**src/rtl/clk_div_extend.sv**
```systemverilog
// Clock-pattern generator: divided clock, phase-lagged copy, faster divided clock and sticky lock flag.
// Every output is a flop in the sys_clk domain, usable as an enable or forwarded to a pin.
module clk_div_extend #(
  parameter int unsigned DIV_A       = 9,
  parameter int unsigned PHASE_A     = 3,
  parameter int unsigned DIV_B       = 3,
  parameter int unsigned LOCK_CYCLES = 16
) (
  input  logic sys_clk,
  input  logic sys_rst,
  output logic clk_33,
  output logic clk_33_deg,
  output logic clk_100m,
  output logic locked
);

  if (DIV_A < 2 || DIV_A > 255) begin : gBadDivA
    $error("clk_div_extend: DIV_A must be in 2..255");
  end
  if (DIV_B < 2 || DIV_B > 255) begin : gBadDivB
    $error("clk_div_extend: DIV_B must be in 2..255");
  end
  if (PHASE_A >= DIV_A) begin : gBadPhase
    $error("clk_div_extend: PHASE_A must be below DIV_A");
  end
  if (LOCK_CYCLES < 1 || LOCK_CYCLES > 65535) begin : gBadLock
    $error("clk_div_extend: LOCK_CYCLES must be in 1..65535");
  end

  localparam logic [7:0]  A_LAST    = 8'(DIV_A - 1);
  localparam logic [7:0]  A_HALF    = 8'(DIV_A / 2);
  localparam logic [7:0]  B_LAST    = 8'(DIV_B - 1);
  localparam logic [7:0]  B_HALF    = 8'(DIV_B / 2);
  // Starting the lag counter this far "behind" makes it reach zero exactly PHASE_A edges late.
  localparam logic [7:0]  P_INIT    = 8'((DIV_A - PHASE_A) % DIV_A);
  localparam logic [15:0] LOCK_SAT  = 16'(LOCK_CYCLES);
  localparam logic [15:0] LOCK_LAST = 16'(LOCK_CYCLES - 1);

  logic [7:0]  cntA_q, cntA_d;
  logic [7:0]  cntP_q, cntP_d;
  logic [7:0]  cntB_q, cntB_d;
  logic [15:0] lockCnt_q, lockCnt_d;
  logic        clk33_q, clk33_d;
  logic        clk33Deg_q, clk33Deg_d;
  logic        clk100_q, clk100_d;
  logic        locked_q, locked_d;

  // Waveform levels decode the pre-increment counter values, giving one register stage of latency.
  always_comb begin
    cntA_d     = (cntA_q == A_LAST) ? 8'd0 : cntA_q + 8'd1;
    cntP_d     = (cntP_q == A_LAST) ? 8'd0 : cntP_q + 8'd1;
    cntB_d     = (cntB_q == B_LAST) ? 8'd0 : cntB_q + 8'd1;
    lockCnt_d  = (lockCnt_q == LOCK_SAT) ? lockCnt_q : lockCnt_q + 16'd1;
    clk33_d    = (cntA_q < A_HALF);
    clk33Deg_d = (cntP_q < A_HALF);
    clk100_d   = (cntB_q < B_HALF);
    locked_d   = (lockCnt_q == LOCK_LAST) | locked_q;
  end

  always_ff @(posedge sys_clk) begin
    if (sys_rst) begin
      cntA_q     <= 8'd0;
      cntP_q     <= P_INIT;
      cntB_q     <= 8'd0;
      lockCnt_q  <= 16'd0;
      clk33_q    <= 1'b0;
      clk33Deg_q <= 1'b0;
      clk100_q   <= 1'b0;
      locked_q   <= 1'b0;
    end else begin
      cntA_q     <= cntA_d;
      cntP_q     <= cntP_d;
      cntB_q     <= cntB_d;
      lockCnt_q  <= lockCnt_d;
      clk33_q    <= clk33_d;
      clk33Deg_q <= clk33Deg_d;
      clk100_q   <= clk100_d;
      locked_q   <= locked_d;
    end
  end

  assign clk_33     = clk33_q;
  assign clk_33_deg = clk33Deg_q;
  assign clk_100m   = clk100_q;
  assign locked     = locked_q;

endmodule

```
**config.mk**
```make
export PLATFORM = sky130hd
export DESIGN_NAME = clk_div_extend
export DESIGN_NICKNAME = d
export VERILOG_FILES = /design/src/rtl/clk_div_extend.sv
export SDC_FILE = /design/constraint.sdc
export NUM_CORES = 1
export LEC_CHECK = 0
export ABC_CLOCK_PERIOD_IN_PS = 3400
export BUFFER_PORTS_ARGS = -buffer_cell sky130_fd_sc_hd__buf_4
export CORE_MARGIN = 8
export CORE_UTILIZATION = 42
export CTS_CLUSTER_SIZE = 10
export DETAILED_ROUTE_END_ITERATION = 16
export REMOVE_ABC_BUFFERS = 1
export SLEW_MARGIN = 20
export SYNTH_ARGS = -nofsm -noshare
export SYNTH_HDL_FRONTEND = slang
export SYNTH_SLANG_ARGS = --single-unit
```
**constraint.sdc**
```tcl
create_clock -name sys_clk -period 3.4 [get_ports sys_clk]
set_clock_uncertainty 0.05 [all_clocks]
set_input_delay 0.68 -clock sys_clk [delete_from_list [all_inputs] [get_ports sys_clk]]
set_output_delay 0.68 -clock sys_clk [all_outputs]
set_load 0.05 [all_outputs]
```
**Yosys cells after proc, flatten, opt, wreduce, memory -nomap -nowiden**

Index checks and enable logic that the tools add are counted.

- Eq/ne operators: 5
- Magnitude comparators: 3
- $add $sub $neg: 4
- Bitwise operators: 1
- Reductions and logical operators: 3
- Mux-type cells: 1

Operators with widths:

| cell | number |
|---|---|
| 8-bit by 1-bit adder with 8-bit output (second input constant) | 3 |
| 16-bit by 1-bit adder with 16-bit output (second input constant) | 1 |
| 16-bit by 4-bit == test with 1-bit output (second input constant) | 1 |
| 16-bit by 5-bit == test with 1-bit output (second input constant) | 1 |
| 8-bit by 4-bit == test with 1-bit output (second input constant) | 2 |
| 8-bit by 3-bit < comparator with 1-bit output (second input constant) | 2 |
| 8-bit by 2-bit == test with 1-bit output (second input constant) | 1 |
| 8-bit by 1-bit < comparator with 1-bit output (second input constant) | 1 |
| 2-bit OR reduction | 3 |
| 3-bit two-way mux | 1 |
| 1-bit OR | 1 |

- Output and inout port bits: 4
- Input bits: 2
- Register bits after elaboration: 44
- Logic and storage cells: 26

**Depth between registers and ports, before layout**

- Word-level depth: 2
- Depth in mapped cells: 6
- Gate-level depth less buffers: 6

**Least setup slack after synthesis**

No wires, ideal clock.

- Kind: reg-to-reg
- Start: register lockCnt_q[0]
- End: register lockCnt_q[14]
- Cell stages (with the launch flop): 6
- Arrival time: 1318 ps
- Slack: 1908 ps
- Required time: 3227 ps
- Buffers on the path: 0
- Period minus slack after synthesis: 1492 ps
- Setup time: 123 ps
- Cell sequence: dfxtp_1 > ha_1 > nand3_2 > nor2_2 > nand4_1 > mux2_1

- Word-level cells in the longest chain between the ends: 1
- Elaborated cells on any way between the ends: 2
- Those cells by class: add/sub (1); eq/ne (1)

RTL lines:

| element | line | text |
|---|---|---|
| start, declared | 42 | `logic [15:0] lockCnt_q, lockCnt_d;` |
| start signal, assigned | 74 | `lockCnt_q <= lockCnt_d;` |
| 16-bit by 1-bit adder with 16-bit output or 16-bit by 5-bit == test with 1-bit output (tied branches) | 53 | `lockCnt_d = (lockCnt_q == LOCK_SAT) ? lockCnt_q : lockCnt_q + 16'd1;` |

Parallel ways exist; a longest one is shown, timed or not.
A chain may end at the register's enable or synchronous reset.

**Worst setup path after layout**

Ends and elaborated chain as after synthesis.

==> results_dict.tcl <==
set metrics [dict create \
    drive_above_1_share 0.111 \
    globalplace.congestion 0.740 \
    power.density_mw_per_mm2 442 \
    tns_ns 0 \
    drt-pass1-iter-count 5 \
    r2r-end "lockCnt_q[14]" \
    hold_path_class "register to register" \
    portBuffers 5 \
    max_freq_mhz 625 \
    cp.arrival_ns 1.72 \
    holdCritStartpoint "locked" \
    place_area_mm2 0.00210 \
    drt_iter0_drc 73 \
    grt_use_total 0.0938 \
    reg2reg_slack_ns 1.80 \
    initial_core_util 0.430 \
    cts_root_buffer "clkbuf_8" \
    fp-row-count 25 \
    cts_setup_buffers 0 \
    h-tree-depth 2 \
    critical_path.n_buffers_inverters 0 \
    synth_seq_cells 44 \
    cpPeakStageDelay_ns 0.45 \
    relSlewSlack 0.771 \
    tritoncts "done" \
    startpoint_type "register" \
    syn_to_final_growth_pct 8.56 \
    synth_seq_area_share 0.440 \
    first_global_vias 1272 \
    die-area_mm2 0.00724 \
    synthCells 217 \
    crit-reg2reg-launch "lockCnt_q[0]" \
    post-route-period-util 0.470 \
    cts_buffers 5 \
    synth_cell_types 38 \
    crit_type "register to register" \
    clkSlewWorstSetupHoldPaths_ns 0.07 \
    rsz0062_at_grt "no" \
    grt_max_degree 31 \
    synth_top_area_share 0.440 \
    fin_area_mm2 0.00217 \
    drcViolationCount 0 \
    synth-edff-count 0 \
    leakage_uw 0.000892 \
    clk_path_buf_depth 2 \
    dp.final_hpwl_um 2230 \
    die_x_um 85.1 \
    synth_flop_cell "dfxtp_1" \
    ys_warn_count 0 \
    cts.sinks 44 \
    synth_area_leaders "dfxtp_1, nor2_1, xnor2_1" \
    maxSlewViolCount 0 \
    holdPathEnd "locked" \
    ant_nets 0 \
    status "finished clean" \
    required_ns 3.52 \
    antenna_found_initial 0 \
    wl_per_cell_um 11.1 \
    num_vias 1393 \
    setup_viol 0 \
    clk_latency_ns 0.28 \
    power.total_uw 961 \
    diodes 0 \
    critPathTopFamily "flip-flops" \
    viasPerCell 4.98 \
    syn_avg_cell_area_um2 9.23 \
    grt_overflow 0 \
    hold_violations 0 \
    grt_first_pass_wirelength_um 5640 \
    cts_resized 0 \
    cap_violations 0 \
    wl_um 3110 \
    crit_fanout 6 \
    die_y_um 85.1 \
    cts.hold.buffers_added 0 \
    cpMaxStageDelayCell "dfxtp_1" \
    min_period_ns 1.60 \
    peakVddDrop_mv 0.278 \
    path_cells "ha_1 > nand3_2 > nor2_2 > nand4_1 > mux2_1" \
    io_pins 6 \
    async_reset_ff_frac 0 \
    synth_top_cell_by_area "dfxtp_1" \
    synth.cell_area_mm2 0.00200 \
    fin_nets 237 \
    worst_pin_slew_ns 0.340 \
    end_kind "register" \
    core_area_mm2 0.00466 \
    r2r_cells 5 \
    hold_path_depth 2 \
]
synthesized netlist by cell type (2+ instances only):
cell type,number
nand4_4,2
nor2_1,40
and3_1,8
ha_1,9
nor4_1,2
nor4_4,2
nor3_1,10
xnor2_1,14
xor2_1,13
a21oi_1,4
inv_1,15
dfxtp_1,44
nand3_1,16
nand4_1,4
a21o_1,2
nand2_1,7
nand3_2,2
clkbuf_1,2
or2_2,2
cell families after synthesis:
logic type / count (synthesis) / synth area share
AOI/OAI and AO/OA: 11 / 0.0393
xor gates and xnor gates: 27 / 0.118
adders and majority gates: 9 / 0.0562
buffers and inverters: 18 / 0.0337
DFF: 44 / 0.440
muxes: 2 / 0.0106
and+or+nand+nor: 106 / 0.302
worst max path at each step:
stage / from / end / slack, ns / depth (start not counted)
after global routing: lockCnt_q[0] / lockCnt_q[14] / 1.67 / 5
after global placement: lockCnt_q[0] / lockCnt_q[14] / 1.83 / 5
final: lockCnt_q[0] / lockCnt_q[14] / 1.80 / 5
after CTS: lockCnt_q[0] / lockCnt_q[14] / 1.78 / 5
after detailed placement: lockCnt_q[0] / lockCnt_q[14] / 1.80 / 5
after floorplan: lockCnt_q[0] / lockCnt_q[14] / 1.91 / 5
sequential cells by signal, summed over array words and instances (netlist names):
| name | cells |
|---|---|
| clk_33 | 1 |
| locked | 1 |
| cntB_q | 8 |
| lockCnt_q | 16 |
| cntP_q | 8 |
| clk_33_deg | 1 |
| clk_100m | 1 |
| cntA_q | 8 |
layout make-up:
| class | count | area (um2) |
|---|---|---|
| fill | 447 | 2490 |
| multi-input combinational | 155 | 1050 |
| sequential | 44 | 881 |
| clock buffer | 6 | 72.6 |
| tap | 54 | 67.6 |
| inverter | 15 | 56.3 |
| timing repair buffer | 5 | 37.5 |
| clock inverter | 1 | 5.00 |
power by group:
part | switching, uW | internal [uW]
clock | 160 | 140
combinational | 56.4 | 39.3
sequential | 27.6 | 538
worst min-delay path, delay by kind of cell, from the launching register on:
kind,cells,cell delay [ns]
buffers and inverters,1,0.05
DFF,1,0.31
AOI/OAI and AO/OA,1,0.05
through the flow:
| step | utilization | std cells | setup slack, ns | hold slack, ns |
|---|---|---|---|---|
| 6_report | 0.467 | 280 | 1.80 | 0.398 |
| 2_1_floorplan | - | 214 | 1.91 | 0.399 |
| 3_5_place_dp | 0.450 | 273 | 1.80 | 0.394 |
| 5_1_grt | 0.467 | 280 | 1.67 | 0.423 |
| 4_1_cts | 0.467 | 280 | 1.78 | 0.406 |
| 3_3_place_gp | 0.450 | 273 | 1.83 | 0.389 |
cells in the final DEF, fill, tap and decap left out, drive strengths merged, types with 7 or more instances in the layout:
master	synthesis	routed
dfxtp	44	44
nor2	41	41
nand3	18	18
inv	15	15
xnor2	14	14
xor2	13	13
nor3	11	11
ha	9	9
and3	8	8
nand2	7	7
per-layer routing:
layer / track usage / part of all wire / up-vias
li1: - / - / 746
met1: 0.116 / 0.50 / 633
met2: 0.146 / 0.46 / 12
met3: 0.0299 / 0.030 / 2
met4: 0.0388 / 0.0093 / 0
met5: 0 / 0 / -
(Power assumes the default switching activity.)
